File: src/rtl/serv_ibus_narrow.sv
// serv_ibus_narrow
// Instruction-fetch bridge between SERV's 32-bit instruction bus and a narrower
// (8/16-bit) or same-width (32-bit) memory. Each fetch is split into BEATS memory
// beats. The beats are assembled little-endian into one 32-bit word, which is
// returned to the core with a single-cycle ack.
//
// Ports:
//   clk         clock
//   i_rst       synchronous active-high reset
//   i_ibus_adr  core fetch address (bits [1:0] ignored)
//   i_ibus_cyc  core fetch request, held high until o_ibus_ack
//   o_ibus_rdt  assembled instruction word, valid while o_ibus_ack is high
//   o_ibus_ack  one-cycle completion pulse
//   o_mem_adr   byte address of the current beat
//   o_mem_req   beat request, held until i_mem_ack
//   i_mem_ack   beat complete, i_mem_rdt valid
//   i_mem_rdt   beat data
module serv_ibus_narrow #(
  parameter int unsigned WIDTH = 8
) (
  input  logic             clk,
  input  logic             i_rst,
  input  logic [31:0]      i_ibus_adr,
  input  logic             i_ibus_cyc,
  output logic [31:0]      o_ibus_rdt,
  output logic             o_ibus_ack,
  output logic [31:0]      o_mem_adr,
  output logic             o_mem_req,
  input  logic             i_mem_ack,
  input  logic [WIDTH-1:0] i_mem_rdt
);

  localparam int unsigned BEATS = 32 / WIDTH;
  localparam logic [1:0]  LastBeat = 2'(BEATS - 1);
  localparam logic [31:0] AdrStep = 32'(WIDTH / 8);

  localparam logic [1:0] StIdle  = 2'd0;
  localparam logic [1:0] StFetch = 2'd1;
  localparam logic [1:0] StAck   = 2'd2;
  localparam logic [1:0] StDrain = 2'd3;

  logic [1:0]  r_state;
  logic [1:0]  r_cnt;
  logic [31:0] r_rdt;
  logic [31:0] r_mem_adr;
  logic        r_mem_req;

  // Word alignment is implied; the low address bits carry no information here.
  logic w_unused_adr_lsb;
  assign w_unused_adr_lsb = ^i_ibus_adr[1:0];

  always_ff @(posedge clk) begin
    if (i_rst) begin
      r_state   <= StIdle;
      r_cnt     <= 2'd0;
      r_rdt     <= 32'd0;
      r_mem_adr <= 32'd0;
      r_mem_req <= 1'b0;
    end else begin
      case (r_state)
        StIdle: begin
          if (i_ibus_cyc) begin
            r_mem_adr <= {i_ibus_adr[31:2], 2'b00};
            r_cnt     <= 2'd0;
            r_mem_req <= 1'b1;
            r_state   <= StFetch;
          end
        end
        StFetch: begin
          if (!i_ibus_cyc) begin
            // Abort: a beat still in flight must finish its handshake first.
            if (i_mem_ack) begin
              r_mem_req <= 1'b0;
              r_state   <= StIdle;
            end else begin
              r_state <= StDrain;
            end
          end else if (i_mem_ack) begin
            for (int b = 0; b < int'(BEATS); b++) begin
              if (r_cnt == 2'(b)) r_rdt[b*WIDTH +: WIDTH] <= i_mem_rdt;
            end
            if (r_cnt == LastBeat) begin
              r_mem_req <= 1'b0;
              r_state   <= StAck;
            end else begin
              r_cnt     <= r_cnt + 2'd1;
              r_mem_adr <= r_mem_adr + AdrStep;
            end
          end
        end
        // The core drops cyc on the edge where it sees ack, so IDLE must not
        // look at cyc in this cycle.
        StAck: r_state <= StIdle;
        StDrain: begin
          if (i_mem_ack) begin
            r_mem_req <= 1'b0;
            r_state   <= StIdle;
          end
        end
        default: r_state <= StIdle;
      endcase
    end
  end

  assign o_ibus_rdt = r_rdt;
  assign o_ibus_ack = (r_state == StAck);
  assign o_mem_adr  = r_mem_adr;
  assign o_mem_req  = r_mem_req;

endmodule

File: config.mk
export PLATFORM = sky130hd
export DESIGN_NAME = serv_ibus_narrow
export DESIGN_NICKNAME = d
export VERILOG_FILES = /design/src/rtl/serv_ibus_narrow.sv
export SDC_FILE = /design/constraint.sdc
export NUM_CORES = 1
export LEC_CHECK = 0
export CORE_AREA = 2 2 87 89
export CTS_BUF_LIST = sky130_fd_sc_hd__clkbuf_8 sky130_fd_sc_hd__clkbuf_16
export CTS_CLUSTER_SIZE = 25
export DETAILED_ROUTE_END_ITERATION = 12
export DIE_AREA = 0 0 89 91
export GPL_ROUTABILITY_DRIVEN = 0
export PLACE_DENSITY = 0.88
export SYNTH_ARGS = -nofsm -noshare
export SYNTH_HDL_FRONTEND = slang
export SYNTH_SLANG_ARGS = --single-unit
File: constraint.sdc
create_clock -name clk -period 4.5 [get_ports clk]
set_clock_uncertainty 0.15 [all_clocks]
set_input_delay 0.45 -clock clk [delete_from_list [all_inputs] [get_ports clk]]
set_output_delay 0.45 -clock clk [all_outputs]
set_load 0.005 [all_outputs]
# --- Yosys cells after proc, flatten, opt, wreduce, memory -nomap -nowiden ---
# Index checks and enable logic that the tools add are counted.
# Widths: inputs -> output; s select.
totals:
  elab_cells: 57
  out_inout_bits: 66
  ff_bits: 69
op_classes:
  reduce_logical: 11
  n_eq_ne: 13
  addsub: 2
  muxes: 23
op_table:
  columns: ["operator", "count"]
  rows:
  - ["$mux 32", 4]
  - ["$pmux 32 s2", 1]
  - ["$add 32x1->32 const B", 1]
  - ["$reduce_and 4->1", 6]
  - ["$mux 2", 10]
  - ["$ne 2x2->1 const B", 5]
  - ["$eq 2x2->1 const B", 4]
  - ["$pmux 2 s4", 1]
  - ["$ne 3x3->1 const B", 2]
  - ["$mux 1", 5]
  - ["$reduce_and 5->1", 1]
  - ["$eq 2x1->1 const B", 2]
  - ["$logic_not 2->1", 2]
  - ["$pmux 2 s2", 1]
  - ["$pmux 1 s3", 1]
  - ["$reduce_bool 3->1", 1]
  - ["$add 2x1->2 const B", 1]
  - ["$reduce_bool 2->1", 1]

# --- Depth between registers and ports, before layout ---
logic_depth:
  word_depth: 5
  mapped_depth: 8

# --- Worst setup path before layout ---
# No wires, ideal clock.
synth_timing:
  path_type: "register to register"
  from: "register r_mem_adr[0], in the netlist o_mem_adr[0]"
  to: "register r_mem_adr[20], in the netlist o_mem_adr[20]"
  t_arrival_ns: 1.787
  t_required_ns: 4.269
  n_path_buf: 0
  setup_time_ns: 0.081
  slack_ns: 2.482
  period_less_slack_ns: 2.018
  stages_incl_launch_ff: 7
  path_cell_list: "dfxtp_1 > ha_1 > nand3_2 > nor4_4 > a311oi_1 > or4_1 > a41oi_1"
synth_between:
  elab_chain_cells: 5
synth_rtl:
  columns: ["item", "line", "rtl"]
  rows:
  - ["start, declared", "45", "logic [31:0] r_mem_adr;"]
  - ["start signal, assigned", "63", "r_mem_adr <= {i_ibus_adr[31:2], 2'b00};"]
  - ["start signal, assigned", "87", "r_mem_adr <= r_mem_adr + AdrStep;"]
  - ["$add 32x1->32", "87", null]
  - ["$mux 32", "82", "if (r_cnt == LastBeat) begin"]
  - ["$mux 32", "78", "end else if (i_mem_ack) begin"]
  - ["$mux 32", "70", "if (!i_ibus_cyc) begin"]
  - ["$pmux 32 s2", "60", "case (r_state)"]
# Every way passes these cells. The select of a mux whose other input is x is not followed.
# A chain may end at the register's enable or synchronous reset.

# --- Worst setup path in the final report ---
layout_timing:
  from: "register r_cnt[0]"
  to: "register r_mem_adr[20], in the netlist o_mem_adr[20]"
layout_between:
  elab_chain_cells: 3
layout_rtl:
  columns: ["item", "line", "rtl"]
  rows:
  - ["start, declared", "43", "logic [1:0] r_cnt;"]
  - ["start signal, assigned", "86", "r_cnt <= r_cnt + 2'd1;"]
  - ["$eq 2x2->1", "82", null]
  - ["$ne 2x2->1 (no line)", null, null]
  - ["$reduce_and 5->1 (no line)", null, null]
# Every way passes these cells.

==> summary.txt <==
Routing
  – Wl on met1: around 4.5 mm
  – Vias per cell: 6.01
  – DR top layer: met4
  – Avg WL per Cell: 16.3 um
  – Drt pass-1 iters: 5
  – WL met3: 894 um
  – Met2 wire length: ~5.0 mm
  – DRT antenna net count: 0
  – # DRC: 0
  – Routed WL: 10.7 mm
  – DRT iter0 DRCs: around 430
  – DR vias: 3934

Worst hold path
  – Min-Delay Path Class: flip-flop to flip-flop

Logic synthesis
  – FFs w/ async S/R, synth: 0%
  – Post-synth EDFFs: 0
  – Post-synth top area cell: dfxtp_1
  – Syn Inst Count: 461
  – Syn_area_per_cell: 7.64 um2
  – Leading post-synthesis cells by cell area: dfxtp_1 39%, a21oi_1 8.5%, nand3_1 7.2%
  – Yosys top cell area share: 39.2%
  – Synth warnings: 0
  – Synth cell types: 54
  – Most frequent cell after synthesis: dfxtp_1
  – Seq/Total Area, Yosys: 39.2%
  – Post-synth top flop: dfxtp_1
  – Syn nets: between 500 and 600
  – Syn Std Cell Area: between 3000 and 4000 um2
  – Synth cell count leaders: 69 x dfxtp_1, 65 x nand2_1, 60 x a21oi_1, 51 x nand3_1, 33 x nor2_1
  – Seq cells post-synth: 69

CTS
  – CTS Buffer Depth: 2
  – CTS clk-pin slew, worst paths: approximately 0.080 ns
  – CTS Buf Count: 9
  – Worst-skew pair later-pin latency: 0.37 ns
  – Htree depth: 3
  – Clock sinks: 69
  – Root Driver: clkbuf_8
  – TritonCTS clock tree: done
  – Hold-fix buffers, CTS: 0
  – Cts repair resizes: 0
  – Post-CTS setup repair buffer count: 0

Timing
  – Pins Over Slew Limit: 0
  – Fin. Hold Viols: 0
  – Highest clock rate: about 350 MHz
  – Slew margin rel.: 27.0%
  – Worst-margin pin slew: 1.09 ns
  – Unrepaired setup endpoints after global routing: no
  – Final setup vio count: 0
  – Fin crit period: roughly 2.8 ns
  – Tcrit/Tclk final: 63.2%
  – Setup TNS: 0 ns

Power and ir drop
  – Register share of total power: 45.7%
  – Max VDD drop: 0.175 mV
  – Power per standard cell area: just over 300 nW/um2
  – Clock share of power: around 40%
  – Combinational share of power: 14.3%
  – Pint: 0.00107 W
  – Leakage: 1.67 nW
  – Switching Fraction: 27.4%
  – Net Sw Power: 0.000403 W

Run
  – Max_cap viols: 0

Floorplan
  – Height of the die: 91 um
  – Row count: 31
  – DIE AREA: 8100 um2
  – Initial Util: about half
  – Core box area: 7140 um2
  – Io pins: 110
  – Die X: 89 um

Global routing
  – Gr usage total: 27.2%
  – Global-route wire length before repair: about 18 mm
  – GR Overflow Total: 0
  – Largest net degree at the start of global routing: 73
  – Antenna violations before repair: 0
  – Vias in the first global route: 3638

Layout
  – Layout fillers: just over 600
  – Antenna cells: 0
  – Nets@finish: 600
  – Layout cell share with drive strength beyond 1: 6.47%
  – Footprint of the multi-input gates: 1980 um2
  – Fin area: around 4900 um2
  – Synthesis-to-layout area growth: 37.7%
  – Register Area: 1380 um2

Setup path
  – CP max stage cell: a21oi_2
  – Req. time, crit path: 4.64 ns
  – Crit Path Max Fanout: 26
  – Critical Path Max Stage Delay: 0.54 ns
  – Worst Setup Start Kind: flip-flop
  – Crit path DAT: 2.99 ns
  – Setup CP Type: flip-flop to flip-flop
  – Cells along the critical path: ha_1 > nand2b_1 > a21oi_2 > buf_4 > nor2_1 > or4_1 > a41oi_1
  – Worst Setup End Kind: flip-flop
  – CP delay by family, top: simple AND/OR/NAND/NOR gates
  – Bufs and invs on worst path: 1

Placement
  – Dpl hpwl: approximately 7 mm
  – Number of I/O port buffers: 107
  – Dpl cell area: 4620 um2

Outcome
  – Outcome: complete, no violations
[logic make-up after synthesis]
kind of cell / synth area share [%]
muxes: 0.923
and+or+nand+nor: 32.1
adders and majority gates: 1.78
DFF: 39.2
AOI/OAI and AO/OA: 21.2
buffers and inverters: 4.79
[sequential cells by signal, summed over array words and instances (netlist names)]
| name | count |
|---|---|
| o_ibus_rdt | 32 |
| o_mem_adr | 32 |
| o_mem_req | 1 |
| r_cnt | 2 |
| r_state | 2 |
[worst register-to-register path, cell delays in order, from the launching register on]
cell	delay, ns
dfxtp_1	0.36
ha_1	0.38
nand2b_1	0.25
a21oi_2	0.54
buf_4	0.38
nor2_1	0.08
or4_1	0.47
a41oi_1	0.16
[through the flow]
step / utilization (%) / total power (W) / worst slack [ns] / instances / hold WS, ns
2_1_floorplan: - / 0.000779 / 2.48 / 461 / 0.303
3_3_place_gp: 64.8 / 0.000887 / 1.61 / 639 / 0.293
3_5_place_dp: 64.8 / 0.000892 / 1.56 / 639 / 0.296
4_1_cts: 68.0 / 0.00147 / 1.70 / 655 / 0.308
5_1_grt: 68.0 / 0.00152 / 1.39 / 655 / 0.323
6_report: 68.0 / 0.00147 / 1.66 / 655 / 0.306
[power groups by stage]
stage	logic, W	registers, W	clock network, W
after floorplan	0.000102	0.000677	0
after global placement	0.000204	0.000684	0
after detailed placement	0.000208	0.000685	0
after CTS	0.000209	0.000671	0.000594
after global routing	0.000230	0.000676	0.000618
final	0.000211	0.000673	0.000587
[path summary, 6_finish.rpt]
check                           cells past startpoint  slack (ns)              to            from
worst min register to register                      2        0.31  o_ibus_rdt[19]  o_ibus_rdt[19]
worst max-delay path                                7        1.66   o_mem_adr[20]        r_cnt[0]
worst max register to register                      7        1.66   o_mem_adr[20]        r_cnt[0]
worst min-delay path                                2        0.31  o_ibus_rdt[19]  o_ibus_rdt[19]
[layout by cell type, fill, tap and decap left out, drive strengths merged, types with 2 or more instances in the layout]
master,n
clkdlybuf4s50,106
dfxtp,69
nand2,65
a21oi,60
nand3,52
nor2,33
o21ai,17
nor3,15
and3,11
inv,11
a31oi,9
clkbuf,9
nand4,8
buf,7
nor4,7
nand2b,5
or3,5
a311oi,5
ha,5
a2bb2oi,4
and4,4
nor2b,3
a21o,3
a211oi,3
nor3b,3
a22oi,3
or4,3
nand3b,2
mux2,2
a211o,2
and2,2
a22o,2
a31o,2
clkinv,2
bufinv,2
a311o,2
[routing by layer]
layer | global-route usage [%] | vias up
li1 | - | 1861
met1 | 35.8 | 1849
met2 | 41.5 | 186
met3 | 8.27 | 38
met4 | 10.9 | 0
met5 | 0 | -
[layout make-up]
cell class / count / area share [%]
Multi-Input combinational cell: 350 / 40.8
Sequential cell: 69 / 28.5
Timing Repair Buffer: 113 / 22.9
Clock buffer: 9 / 2.55
Tap cell: 99 / 2.55
Clock inverter: 7 / 2.14
Inverter: 8 / 0.619
No activity file was read; power rests on OpenSTA's default activity.
